--- src/rtl/tensor_result_serializer.sv ---
// Double-buffered serializer: one 4x4x32 D tile per handshake in, ROWS_PER_BEAT rows per beat out.
// Optional TENSOR_SER_PERF_EN adds perf_tiles / perf_stalls counters.

`ifndef NW_WIDTH
`define NW_WIDTH 4
`endif

module tensor_result_serializer #(
    parameter int ROWS_PER_BEAT = 1,
    parameter int WID_WIDTH     = `NW_WIDTH
) (
    input  logic                               clk,
    input  logic                               reset,
    input  logic                               valid_in,
    output logic                               ready_in,
    input  logic [3:0][3:0][31:0]              D_tile,
    input  logic [WID_WIDTH-1:0]               D_wid,
    output logic                               valid_out,
    input  logic                               ready_out,
    output logic [ROWS_PER_BEAT-1:0][3:0][31:0] data_out,
    output logic [WID_WIDTH-1:0]               wid_out,
    output logic [1:0]                         beat_idx,
    output logic                               last_out
`ifdef TENSOR_SER_PERF_EN
    ,
    output logic [31:0]                        perf_tiles,
    output logic [31:0]                        perf_stalls
`endif
);

    localparam int         BEATS     = 4 / ROWS_PER_BEAT;
    localparam logic [1:0] LAST_BEAT = 2'(BEATS - 1);

    if (!(ROWS_PER_BEAT == 1 || ROWS_PER_BEAT == 2 || ROWS_PER_BEAT == 4)) begin : g_bad_rows_per_beat
        $error("tensor_result_serializer: ROWS_PER_BEAT must be 1, 2 or 4");
    end

    logic [3:0][3:0][31:0]  r_act_tile;
    logic [WID_WIDTH-1:0]   r_act_wid;
    logic                   r_act_valid;
    logic [1:0]             r_beat;
    logic [3:0][3:0][31:0]  r_skid_tile;
    logic [WID_WIDTH-1:0]   r_skid_wid;
    logic                   r_skid_valid;

    logic                   w_in_fire;
    logic                   w_out_fire;
    logic                   w_last;
    logic                   w_free;
    logic                   w_skid_wr;
    logic [1:0]             w_row_base;

    assign ready_in   = !r_skid_valid;
    assign w_in_fire  = valid_in && ready_in;
    assign valid_out  = r_act_valid;
    assign w_last     = r_act_valid && (r_beat == LAST_BEAT);
    assign last_out   = w_last;
    assign w_out_fire = valid_out && ready_out;
    // Active slot frees either when empty or as its final beat leaves this cycle.
    assign w_free     = !r_act_valid || (w_out_fire && w_last);
    assign w_skid_wr  = w_in_fire && (!w_free || r_skid_valid);
    assign wid_out    = r_act_wid;
    assign beat_idx   = r_beat;
    assign w_row_base = 2'(32'(r_beat) * ROWS_PER_BEAT);

    for (genvar r = 0; r < ROWS_PER_BEAT; r++) begin : g_row
        assign data_out[r] = r_act_tile[w_row_base + 2'(r)];
    end

    always_ff @(posedge clk) begin
        if (reset) begin
            // NOTE: the tile registers are reset too so data_out reads zero after reset, not stale rows.
            r_act_tile   <= '0;
            r_act_wid    <= '0;
            r_act_valid  <= 1'b0;
            r_beat       <= '0;
            r_skid_tile  <= '0;
            r_skid_wid   <= '0;
            r_skid_valid <= 1'b0;
        end else if (w_free) begin
            r_beat <= '0;
            if (r_skid_valid) begin
                r_act_valid  <= 1'b1;
                r_act_tile   <= r_skid_tile;
                r_act_wid    <= r_skid_wid;
                r_skid_valid <= w_in_fire;
                if (w_in_fire) begin
                    r_skid_tile <= D_tile;
                    r_skid_wid  <= D_wid;
                end
            end else begin
                r_act_valid <= w_in_fire;
                if (w_in_fire) begin
                    r_act_tile <= D_tile;
                    r_act_wid  <= D_wid;
                end
            end
        end else begin
            if (w_out_fire) begin
                r_beat <= r_beat + 2'd1;
            end
            if (w_in_fire) begin
                r_skid_valid <= 1'b1;
                r_skid_tile  <= D_tile;
                r_skid_wid   <= D_wid;
            end
        end
    end

`ifdef TENSOR_SER_PERF_EN
    logic [31:0] r_perf_tiles;
    logic [31:0] r_perf_stalls;

    always_ff @(posedge clk) begin
        if (reset) begin
            r_perf_tiles  <= '0;
            r_perf_stalls <= '0;
        end else begin
            if (w_out_fire && w_last) begin
                r_perf_tiles <= r_perf_tiles + 32'd1;
            end
            if (valid_out && !ready_out) begin
                r_perf_stalls <= r_perf_stalls + 32'd1;
            end
        end
    end

    assign perf_tiles  = r_perf_tiles;
    assign perf_stalls = r_perf_stalls;
`endif

    a_no_skid_overwrite: assert property (@(posedge clk) disable iff (reset) !(r_skid_valid && w_skid_wr))
        else $error("tensor_result_serializer: skid entry overwritten while valid");

endmodule
--- config.mk ---
export PLATFORM = sky130hd
export DESIGN_NAME = tensor_result_serializer
export DESIGN_NICKNAME = d
export VERILOG_FILES = /design/src/rtl/tensor_result_serializer.sv
export SDC_FILE = /design/constraint.sdc
export NUM_CORES = 2
export LEC_CHECK = 0
export BUFFER_PORTS_ARGS = -buffer_cell sky130_fd_sc_hd__buf_4
export CORE_ASPECT_RATIO = 1.1
export CORE_MARGIN = 2
export CORE_UTILIZATION = 58
export DETAILED_ROUTE_END_ITERATION = 16
export PLACE_DENSITY = 0.8
export SLEW_MARGIN = 0
export SYNTH_ARGS = -nofsm -noshare
export SYNTH_HDL_FRONTEND = slang
export SYNTH_SLANG_ARGS = --single-unit
export TNS_END_PERCENT = 100
--- constraint.sdc ---
create_clock -name clk -period 1.9 [get_ports clk]
set_input_delay 0.19 -clock clk [delete_from_list [all_inputs] [get_ports clk]]
set_output_delay 0.19 -clock clk [all_outputs]
set_load 0.005 [all_outputs]
==> metrics <==
status=finished with violations; failing checks=negative setup slack; Tmin final=2.58 ns; GRT Overall Usage=40.3%; final setup fails=1139; vias per cell=6.56; worst r2r dst=r_act_tile[218]; RSZ-0062 raised after global routing=true; PD cells=840 mW/mm²; worst setup path startpoint=beat_idx[1]; synthesis-stage register bit count=1036; worst-skew pair later-pin latency=0.70 ns; Slew @ Worst Pin=0.726 ns; Ys Warns=0; Rel. slew slack=51.6%; GR Util met3=10.5%; top post-synthesis cells by area=dfxtp_1 (42%), mux2i_1 (21%), nand2b_1 (13%); Reg2Reg Depth=9; first-pass GRT wire length=279 mm; critical path, cell by cell=buf_8 > ha_1 > buf_4 > a21bo_4 > buf_12 > buf_12 > buf_12 > a21oi_1 > a211oi_2; DR vias=47.1k; grt met1 use=47.7%; average wire per standard cell=28.5 µm; slowest CP cell=a21oi_1; initial antenna violation count=44; Setup crit end kind=register; slowest cell delay on critical path=0.61 ns; setup ws final=-0.683 ns; Final HPWL DP=97.5 mm; TritonCTS clock tree=yes; Die Y=311 µm; critical path class=register to register; clk sink count=1036; Mean Syn Cell Area=10.4 µm²; worst vdd ir=714 µV; top cell type's share of synthesized area=41.7%; Longest Clk Path Bufs=3; Req. time, crit path=2.41 ns; Die ar.=0.0882 mm²; Critical Path End=r_act_tile[218]; Distinct cells, synth=24; skew final=0.0330 ns; clock root buffer=clkbuf_16; Arr. time, crit path=3.10 ns; global routing's busiest layer=met2; FP Rows=112; First DRT Iteration DRCs=6203; vias in the first global route=46.2k; final hold violations=0; origin of the critical flop-to-flop path=beat_idx[1]; leakage=25.8 nW; dpl ws=-0.0746 ns; GP Congestion=0.859; drt drc=0; worst-path maximum fanout=26; Mapped Area=0.0498 mm²; synthesized instance count=4769; max cap viols=0; startpoint types=register; Synthesized Nets=5290; Final Max Slew Viols=0; CP dominant cell by count=buf_12; Routed WL=205 mm; Initial Util=58.6%; input/output buffers=656; cell taking the most area after synthesis=dfxtp_1; Final Util=82.3%; Worst path depth=9; Seq/Total Area, Yosys=41.7%; Num CTS Buffers=106; share of layout cells above drive strength 1=24.8%; GR Util met2=64.5%; grt total ovfl=0; number of H-tree levels=3; min-delay src=D_tile[267]; CTS clk-pin slew, worst paths=0.06 ns; Routed Antenna Nets=0; pin count of the biggest net entering global routing=148; delay-heaviest family, CP=compound AO/OA/AOI/OAI gates; Die Wd=283 µm; core area=0.0849 mm²; DRT Pass-1 Iters=6; Max Fclk=387 MHz; I/O pins=657; fill cell count=4056; HP Class=primary input to register; Area Overhead vs Synth=40.3%; reg-to-reg setup timing slack=-0.68 ns; Final Net Count=6437; Buffers & Inverters on Critical Path=5; fin crit share=136%
-- worst min-delay path, delay by kind of cell --
family	cells	cell delay, ns
buffers and inverters	2	0.63
muxes	1	0.11
and+or+nand+nor	1	0.04
-- cells in the mapped netlist --
library cell	instances
nand2_1	1
a211oi_1	457
nand2b_1	1033
a21bo_1	1
inv_1	2
or2_1	1
and2_1	1
buf_8	1
buf_6	34
buf_1	11
buf_4	32
ha_1	1
buf_2	219
a21oi_1	519
mux4_2	128
dfxtp_1	1036
a211oi_2	60
nand3b_1	1
nor3b_1	1
clkbuf_1	193
a21boi_1	1
mux2i_1	1032
nor2_1	3
and3_1	1
-- registers in the layout, summed over array words and instances, names as in the netlist --
| register | cells |
|---|---|
| r_act_tile | 512 |
| r_skid_valid | 1 |
| wid_out | 4 |
| beat_idx | 2 |
| r_skid_wid | 4 |
| r_skid_tile | 512 |
| valid_out | 1 |
-- worst min path at each step --
stage                                   to  depth (start not counted)
after floorplan               r_skid_valid                          1
after global placement        r_skid_valid                          2
after detailed placement      r_skid_valid                          2
after CTS                 r_skid_tile[326]                          4
after global routing      r_skid_tile[240]                          4
final                     r_skid_tile[267]                          4
-- metal layers --
layer  vias up  part of all wire [%]  wire, µm
li1      19500                     -         -
met1     22500                    35     71200
met2      3751                    45     92200
met3      1391                    11     22100
met4        22                   9.5     19500
met5         -                 0.072       147
-- where the power goes --
group	leakage (nW)	internal (mW)	switching [mW]	total, mW
Sequential	8.51	23.3	1.20	24.5
Clock	1.83	12.9	9.71	22.6
Combinational	15.5	5.91	5.73	11.6
-- cell type report --
type	count	area [µm²]	area share (%)
clock inverters	44	510	0.731
repair buffers	1529	16700	23.9
clock buffers	156	3180	4.56
flip-flops and latches	1036	20800	29.7
inverters	2	7.51	0.0107
well taps	1140	1430	2.04
multi-input cells	3241	27200	38.9
diodes	40	100	0.143
-- cells in the final DEF (no fill, tap or decap), types with 2 or more instances in the layout --
master	n
nand2b_1	1033
dfxtp_1	1033
mux2i_1	1021
buf_4	651
dlygate4sd3_1	520
a21oi_1	485
a211oi_1	403
buf_6	146
clkbuf_16	134
mux4_2	128
a211oi_2	105
buf_12	99
buf_16	55
diode_2	40
clkbuf_8	30
a21oi_2	29
clkinv_2	21
bufbuf_16	20
clkbuf_1	18
buf_8	12
a211oi_4	9
bufinv_16	9
mux2i_4	6
inv_6	6
a21oi_4	5
mux2i_2	5
clkinvlp_4	5
dfxtp_4	3
inv_1	2
nor2_1	2
-- logic make-up (layout without fill, tap and decap cells) --
group / count (synthesis) / in the layout / synth area share (%)
muxes: 1160 / 1160 / 26.5
and+or+nand+nor: 1042 / 1042 / 13.1
AOI/OAI and AO/OA: 1038 / 1038 / 13.7
DFF: 1036 / 1036 / 41.7
buffers and inverters: 492 / 1731 / 5.04
adders and majority gates: 1 / 1 / 0.0251
other: 0 / 40 / 0
-- repair_timing --
item / in CTS / in global routing
hold buffers: 520 / 0
pin swaps: 4 / 8
hold endpoints to repair: 1030 / 0
setup endpoints to repair: 235 / 1162
cloned: 48 / 31
gates resized for setup: 201 / 156
buffers inserted: 54 / 41
-- per-stage QoR --
stage	setup TNS (ns)	hold WS, ns	instances	power [mW]	cell area, µm²
floorplan	0	0.286	4769	29.4	49800
global placement	0	0.445	6261	32.6	56300
detailed placement	-0.560	0.450	6261	32.9	56300
CTS	-135.52	0.287	7083	56.6	68100
global route	-266.71	0.343	7168	59.8	69800
finish	-173.26	0.331	7188	58.7	69800
Power figures use the tool's default switching activity.
